## src/rtl/sr_cmd_pkg.sv

```systemverilog
// Shared types and constants for the set/reset command generator.
//   sr_cmd_state_t   : command FSM state encoding
//   DEBOUNCE_DEFAULT : default number of stable samples before a level change
//   DEB_CNT_W        : width of the debounce counter (covers 1..255 cycles)
package sr_cmd_pkg;

    typedef enum logic [1:0] {
        IDLE  = 2'd0,
        S_OUT = 2'd1,
        R_OUT = 2'd2
    } sr_cmd_state_t;

    localparam int DEBOUNCE_DEFAULT = 4;
    localparam int DEB_CNT_W        = 8;

endpackage

```

## src/rtl/sr_debounce.sv

```systemverilog
// Conditions one raw request line: 2-flop synchronizer, debouncer, and a
// registered rising-edge detector on the debounced level.
// Ports:
//   clk   : system clock
//   rst_n : asynchronous active-low reset
//   req   : raw, asynchronous, possibly bouncing request
//   rise  : one-cycle pulse after the debounced level goes 0 -> 1
module sr_debounce
    import sr_cmd_pkg::*;
#(
    parameter int DEBOUNCE_CYCLES = DEBOUNCE_DEFAULT
) (
    input  logic clk,
    input  logic rst_n,
    input  logic req,
    output logic rise
);

    localparam logic [DEB_CNT_W-1:0] TERM_CNT = DEB_CNT_W'(DEBOUNCE_CYCLES - 1);

    logic                 sync_meta;
    logic                 sync;
    logic                 deb;
    logic                 deb_d;
    logic [DEB_CNT_W-1:0] cnt;

    always_ff @(posedge clk or negedge rst_n) begin
        if (!rst_n) begin
            sync_meta <= 1'b0;
            sync      <= 1'b0;
        end else begin
            sync_meta <= req;
            sync      <= sync_meta;
        end
    end

    // The counter measures how long sync has disagreed with deb; any
    // agreement restarts the measurement, so short glitches never land.
    always_ff @(posedge clk or negedge rst_n) begin
        if (!rst_n) begin
            deb <= 1'b0;
            cnt <= '0;
        end else if (sync != deb) begin
            if (cnt == TERM_CNT) begin
                deb <= sync;
                cnt <= '0;
            end else begin
                cnt <= cnt + DEB_CNT_W'(1);
            end
        end else begin
            cnt <= '0;
        end
    end

    // Registered edge keeps the pulse free of combinational glitches
    // before it reaches the command FSM.
    always_ff @(posedge clk or negedge rst_n) begin
        if (!rst_n) begin
            deb_d <= 1'b0;
            rise  <= 1'b0;
        end else begin
            deb_d <= deb;
            rise  <= deb & ~deb_d;
        end
    end

endmodule

```

## src/rtl/sr_cmd_gen.sv

```systemverilog
// Command stage ahead of an S/R flip-flop. Converts two raw request lines
// into clean one-cycle s / r pulses that are never high together, flags
// simultaneous set+clear presses, and counts issued commands.
// Ports:
//   clk      : system clock
//   rst_n    : asynchronous active-low reset
//   set_req  : raw set request (asynchronous, may bounce)
//   clr_req  : raw clear request (asynchronous, may bounce)
//   s        : set pulse, decoded from registered state
//   r        : reset pulse, decoded from registered state
//   conflict : one-cycle flag, set and clear edges arrived together
//   cmd_cnt  : number of s plus r pulses issued, wraps at 2^CNT_W
//
// state | meaning
// ------+-----------------------------------------------
// IDLE  | no command this cycle (also after a conflict)
// S_OUT | s asserted for this single cycle
// R_OUT | r asserted for this single cycle
module sr_cmd_gen
    import sr_cmd_pkg::*;
#(
    parameter int DEBOUNCE_CYCLES = DEBOUNCE_DEFAULT,
    parameter int CNT_W           = 8
) (
    input  logic             clk,
    input  logic             rst_n,
    input  logic             set_req,
    input  logic             clr_req,
    output logic             s,
    output logic             r,
    output logic             conflict,
    output logic [CNT_W-1:0] cmd_cnt
);

    logic          set_edge;
    logic          clr_edge;
    sr_cmd_state_t state;

    sr_debounce #(.DEBOUNCE_CYCLES(DEBOUNCE_CYCLES)) u_set_deb (
        .clk   (clk),
        .rst_n (rst_n),
        .req   (set_req),
        .rise  (set_edge)
    );

    sr_debounce #(.DEBOUNCE_CYCLES(DEBOUNCE_CYCLES)) u_clr_deb (
        .clk   (clk),
        .rst_n (rst_n),
        .req   (clr_req),
        .rise  (clr_edge)
    );

    // Every state exits after one cycle, so the next state depends only on
    // the edges; this is what keeps each pulse exactly one cycle wide and
    // lets back-to-back commands come out with no gap.
    always_ff @(posedge clk or negedge rst_n) begin
        if (!rst_n) begin
            state    <= IDLE;
            conflict <= 1'b0;
        end else begin
            conflict <= set_edge & clr_edge;
            case ({set_edge, clr_edge})
                2'b10:   state <= S_OUT;
                2'b01:   state <= R_OUT;
                default: state <= IDLE;
            endcase
        end
    end

    // One-hot decode of a single state register: s and r cannot both be 1.
    assign s = (state == S_OUT);
    assign r = (state == R_OUT);

    always_ff @(posedge clk or negedge rst_n) begin
        if (!rst_n) begin
            cmd_cnt <= '0;
        end else if (s | r) begin
            cmd_cnt <= cmd_cnt + CNT_W'(1);
        end
    end

endmodule

```

## config.mk

```make
export PLATFORM = sky130hd
export DESIGN_NAME = sr_cmd_gen
export DESIGN_NICKNAME = d
export VERILOG_FILES = /design/src/rtl/sr_cmd_pkg.sv /design/src/rtl/sr_debounce.sv /design/src/rtl/sr_cmd_gen.sv
export SDC_FILE = /design/constraint.sdc
export NUM_CORES = 1
export LEC_CHECK = 0
export ABC_AREA = 1
export BUFFER_PORTS_ARGS = -buffer_cell sky130_fd_sc_hd__buf_2
export CORE_MARGIN = 5
export CORE_UTILIZATION = 40
export CTS_CLUSTER_SIZE = 40
export DETAILED_ROUTE_END_ITERATION = 12
export GPL_TIMING_DRIVEN = 0
export HOLD_SLACK_MARGIN = 0.06
export PLACE_DENSITY = 0.57
export SLEW_MARGIN = 20
export SYNTH_ARGS = -nofsm -noshare
export SYNTH_HDL_FRONTEND = slang
export SYNTH_SLANG_ARGS = --single-unit
```

## constraint.sdc

```tcl
create_clock -name clk -period 3.08 [get_ports clk]
set_clock_uncertainty 0.15 [all_clocks]
set_input_delay 0.462 -clock clk [delete_from_list [all_inputs] [get_ports clk]]
set_output_delay 0.462 -clock clk [all_outputs]
set_load 0.005 [all_outputs]
```

# Word-level counts from Yosys, hierarchy flattened
# Index checks and enable logic that the tools add are counted.
dict set report op_classes {
  n_mux 5
  n_bitwise 6
  addsub 3
  n_reduce_logical 2
  n_eq_ne 8
}
# operator n
set ops {}
lappend ops {{8-bit two-way mux} 4}
lappend ops {{8-bit by 1-bit adder with 8-bit output, second input constant} 3}
lappend ops {{8-bit by 2-bit == test with 1-bit output, second input constant} 2}
lappend ops {{2-bit by 1-bit == test with 1-bit output, second input constant} 2}
lappend ops {{2-bit == test, second input constant} 2}
lappend ops {{2-bit case mux with 2 select lines} 1}
lappend ops {{2-bit AND reduction} 2}
lappend ops {{1-bit AND} 3}
lappend ops {{1-bit inequality test} 2}
lappend ops {{1-bit inverter} 2}
lappend ops {{1-bit bitwise OR} 1}
dict set report totals {
  regBits 37
  output_inout_bits 11
  input_bits 4
  elab_cells 39
}

# Depth between registers and ports, before layout
dict set report logic_depth {
  ltp_word 3
  mapped_depth 8
  ltp_nobuf 8
}

# Hierarchy
# A second synthesis with hierarchy kept.
dict set report hier_totals {
  cells_unflattened 192
  hier_area_um2 1704.1
}
# module cells_each area_per_inst_um2 seq_area_each_um2 instances
set modules_own_cells {}
lappend modules_own_cells {sr_debounce 66 586.8 325.3 2}
lappend modules_own_cells {sr_cmd_gen 60 530.5 275.3 1}

# Least setup slack after synthesis
# OpenSTA, ideal clock, no wires.
dict set report synth_timing {
  path_type {reg-to-reg}
  from {register state[0]}
  to {register cmd_cnt[3]}
  setup_time_ps 118
  t_required_ps 2812
  period_less_slack_ps 1444
  n_path_buf 0
  path_stages_with_launch 8
  arrival_time_ps 1176
  slack_ps 1636
  cell_sequence {dfrtp_1 inv_1 ha_1 inv_1 nand2_1 nor2_4 xor2_1 inv_1}
}
dict set report synth_between {
  elab_chain_cells 2
  word_cells_on_any_way 3
  classes_between {2 x eq/ne; 1 x bitwise}
}
# element line
set synth_rtl {}
lappend synth_rtl {{from (decl)} sr_cmd_gen.sv:37} ;# sr_cmd_state_t state;
lappend synth_rtl {{from (signal assigned)} sr_cmd_gen.sv:58} ;# state <= IDLE;
lappend synth_rtl {{from (signal assigned)} sr_cmd_gen.sv:63} ;# 2'b10: state <= S_OUT;
lappend synth_rtl {{from (signal assigned)} sr_cmd_gen.sv:64} ;# 2'b01: state <= R_OUT;
lappend synth_rtl {{2-bit by 1-bit == test with 1-bit output or 2-bit == test (tied branches)} {sr_cmd_gen.sv:71, sr_cmd_gen.sv:72}}
lappend synth_rtl {{1-bit bitwise OR (*)} sr_cmd_gen.sv:77} ;# end else if (s | r) begin
lappend synth_rtl {{to (signal assigned)} sr_cmd_gen.sv:78} ;# cmd_cnt <= cmd_cnt + CNT_W'(1);
lappend synth_rtl {{to (decl)} sr_cmd_gen.sv:32} ;# output logic [CNT_W-1:0] cmd_cnt
# Every way passes the cells marked *; elsewhere a longest branch is shown, timed or not.
# A chain may end at the register's enable or synchronous reset.

# Final worst setup path
dict set report layout_timing {
  from {register state[0]}
  to {output s}
}
dict set report layout_between {
  elab_chain_cells 1
}
# element line
set layout_rtl {}
lappend layout_rtl {{2-bit by 1-bit == test with 1-bit output} sr_cmd_gen.sv:71} ;# assign s = (state == S_OUT);
lappend layout_rtl {{to (decl)} sr_cmd_gen.sv:29} ;# output logic s,
# No other way between the ends.

==> flow_metrics.py <==
metrics = {
    "run_status": {
        "status": "complete, no violations",
    },
    "drt": {
        "drtIter0Drc": 42,
        "ant_nets": 0,
        "vias": 1166,
        "routed_via_density": 4.70,
        "wl_um": 2640,
        "firstDrtPassIters": 4,
        "drc": 0,
        "wl_per_cell_um": 10.6,
    },
    "timing": {
        "slew_violations": 0,
        "finalSetupViolations": 0,
        "period_share": 0.515,
        "hold_viol_final": 0,
        "whs_ns": 0.115,
        "finalSetupTns_ns": 0,
        "max_slew.worst_pin.slew_ns": 0.811,
        "relSlewSlack": 0.459,
        "period_needed_ns": 1.59,
        "rsz0062_at_grt": "false",
        "final.setup.worst_slack_ns": 1.49,
        "max_clock_freq_mhz": 631,
    },
    "global_routing": {
        "grt_pass1_wl_um": 4750,
        "grt_max_degree": 38,
        "grt_pass1_vias": 1132,
        "grt_remaining_overflow": 0,
        "track_usage": 0.113,
        "antenna_found_initial": 0,
    },
    "logic_synthesis": {
        "syn_area_um2": 1660,
        "yosys-top-cells-area": "dfrtp_1 56%, nand2_1 8.3%, ha_1 5.3%",
        "synth_top_family_by_area": "simple AND/OR/NAND/NOR gates",
        "synth_area_leader_cell": "dfrtp_1",
        "async_reset_ff_frac": 1.00,
        "synth_warnings": 0,
        "synthesis.nets": 187,
        "synthTopCellsByCount": "37 x dfrtp_1, 37 x nand2_1, 23 x inv_1, 23 x nor2_1, 9 x nand3_1",
        "synthMuxAreaShare": 0,
        "synth_compound_area_frac": 0.0211,
        "synth-seq-cells": 37,
        "synth-xor-area-share": 0.0677,
        "ys_seq_area_frac": 0.556,
        "synth_adder_area_share": 0.0526,
        "synth-main-ff-cell": "dfrtp_1",
        "synthSimpleGateAreaFrac": 0.250,
        "synth_area_per_cell_um2": 9.46,
        "synth.distinct_cells": 20,
        "netlist.area_leader.share": 0.556,
        "synth_edf_count": 0,
        "synthCells": 176,
    },
    "floorplan": {
        "io_pins": 15,
        "die-area_um2": 5550,
        "design.core.area_um2": 4030,
        "initial_core_util": 0.413,
        "die_h_um": 74.5,
        "rows": 23,
        "die_w_um": 74.5,
    },
    "final_layout": {
        "final_util": 0.479,
        "stdcell_count": 248,
        "nets": 208,
        "fill_cells": 376,
        "final_layout_size_suffix_gt1_frac": 0.182,
        "area_growth_syn_to_layout_pct": 16.0,
        "antennaDiodeCount": 0,
    },
    "place": {
        "gp_congestion": 0.728,
        "place_inst": 240,
        "hpwl_um": 1930,
        "portBuffers": 14,
        "place_worst_setup_slack_ns": 1.52,
    },
    "clock_tree": {
        "cts_resized": 0,
        "worstSkewPairLatency_ns": 0.28,
        "cts_max_level": 2,
        "cts.sinks": 37,
        "cts_tree": "built",
        "clkTransAtPathRegs_ns": 0.07,
        "post_cts_buffers": 0,
        "cts_root_buffer": "clkbuf_8",
        "cts_made_buffers": 5,
        "ctsHoldBuffers": 0,
        "cts_buffer_depth": 2,
    },
    "power": {
        "ir_drop_uv": 450,
        "p_leak_nw": 0.960,
        "pwr_density_cell_nw_per_um2": 798,
    },
    "worst_setup_path": {
        "cp.required_ns": 2.47,
        "crit_fanout": 2,
        "path_class": "flip-flop to primary output",
        "rr_worst_depth": 7,
        "crit_path_end_kind": "primary output",
        "arrival_ns": 0.97,
        "startpoint_type": "flip-flop",
    },
    "min_path": {
        "hold_path.class": "input pin to asynchronous set/reset pin",
    },
    "flow_run": {
        "drv_cap": 0,
    },
}
-- layer usage --
metal  vias to the layer above  GRT usage  part of all wire
li1                        588          -                 -
met1                       542      0.138              0.45
met2                        28      0.179              0.46
met3                         8     0.0324             0.070
met4                         0     0.0632             0.026
met5                         -          0                 0
-- kinds of logic after synthesis --
family | Yosys count
xor gates and xnor gates | 12
adders and majority gates | 7
AOI/OAI and AO/OA | 6
and+or+nand+nor | 91
buffers and inverters | 23
DFF | 37
-- registers in the layout, indices dropped and copies added (netlist names), 2 cells and up --
register	cells
cmd_cnt	8
state	2
u_clr_deb.cnt	8
u_set_deb.cnt	8
-- final timing paths --
kind	slack [ns]	end	startpoint
max	1.49	s	state[0]$_DFF_PN0_
min	0.12	cmd_cnt[7]$_DFFE_PN0P_	rst_n
max reg2reg	1.51	cmd_cnt[3]$_DFFE_PN0P_	state[0]$_DFF_PN0_
min reg2reg	0.20	u_clr_deb.sync$_DFF_PN0_	u_clr_deb.sync_meta$_DFF_PN0_
max in group asynchronous	2.15	u_clr_deb.cnt[6]$_DFF_PN0_	rst_n
min in group clk	0.13	u_set_deb.sync_meta$_DFF_PN0_	set_req
-- where the power goes --
part           switching (mW)  internal, mW  total (mW)
clock                   0.171         0.322       0.493
sequential              0.101         0.597       0.698
combinational           0.201         0.149       0.350
total                   0.473          1.07        1.54
-- stage by stage --
step	total power, mW	cell area [um2]
after global placement	1.04	1800
after floorplan	0.947	1660
after global routing	1.65	1930
after detailed placement	1.07	1800
after CTS	1.57	1930
final	1.54	1930
-- placed cells by master (no fill, tap or decap) --
| cell | instances |
|---|---|
| clkinv_2 | 1 |
| nand2_1 | 37 |
| o21ai_0 | 2 |
| xnor2_2 | 1 |
| nand3_1 | 9 |
| xnor2_1 | 4 |
| inv_1 | 23 |
| nand4_1 | 2 |
| nand3b_1 | 1 |
| buf_2 | 14 |
| bufinv_16 | 2 |
| nor2_4 | 1 |
| nand3_2 | 2 |
| nor2_2 | 6 |
| nand2_2 | 4 |
| nor3_1 | 4 |
| or2_1 | 2 |
| xor2_1 | 7 |
| nor2_1 | 23 |
| ha_1 | 7 |
| o21bai_1 | 2 |
| clkbuf_8 | 5 |
| dfrtp_1 | 37 |
| a21oi_1 | 2 |
-- worst max-delay path, cell delays in order, from the launching register on --
cell     delay, ns
dfrtp_1       0.38
ha_1          0.19
buf_2         0.12
-- cell type report --
class | count | area, um2 | share of cell area
flip-flops and latches | 37 | 926 | 0.480
multi-input cells | 116 | 652 | 0.338
inverters | 23 | 86.3 | 0.0447
repair buffers | 14 | 70.1 | 0.0363
clock buffers | 5 | 68.8 | 0.0356
clock inverters | 3 | 65.1 | 0.0337
well taps | 50 | 62.6 | 0.0324
Power figures use the tool's default switching activity.
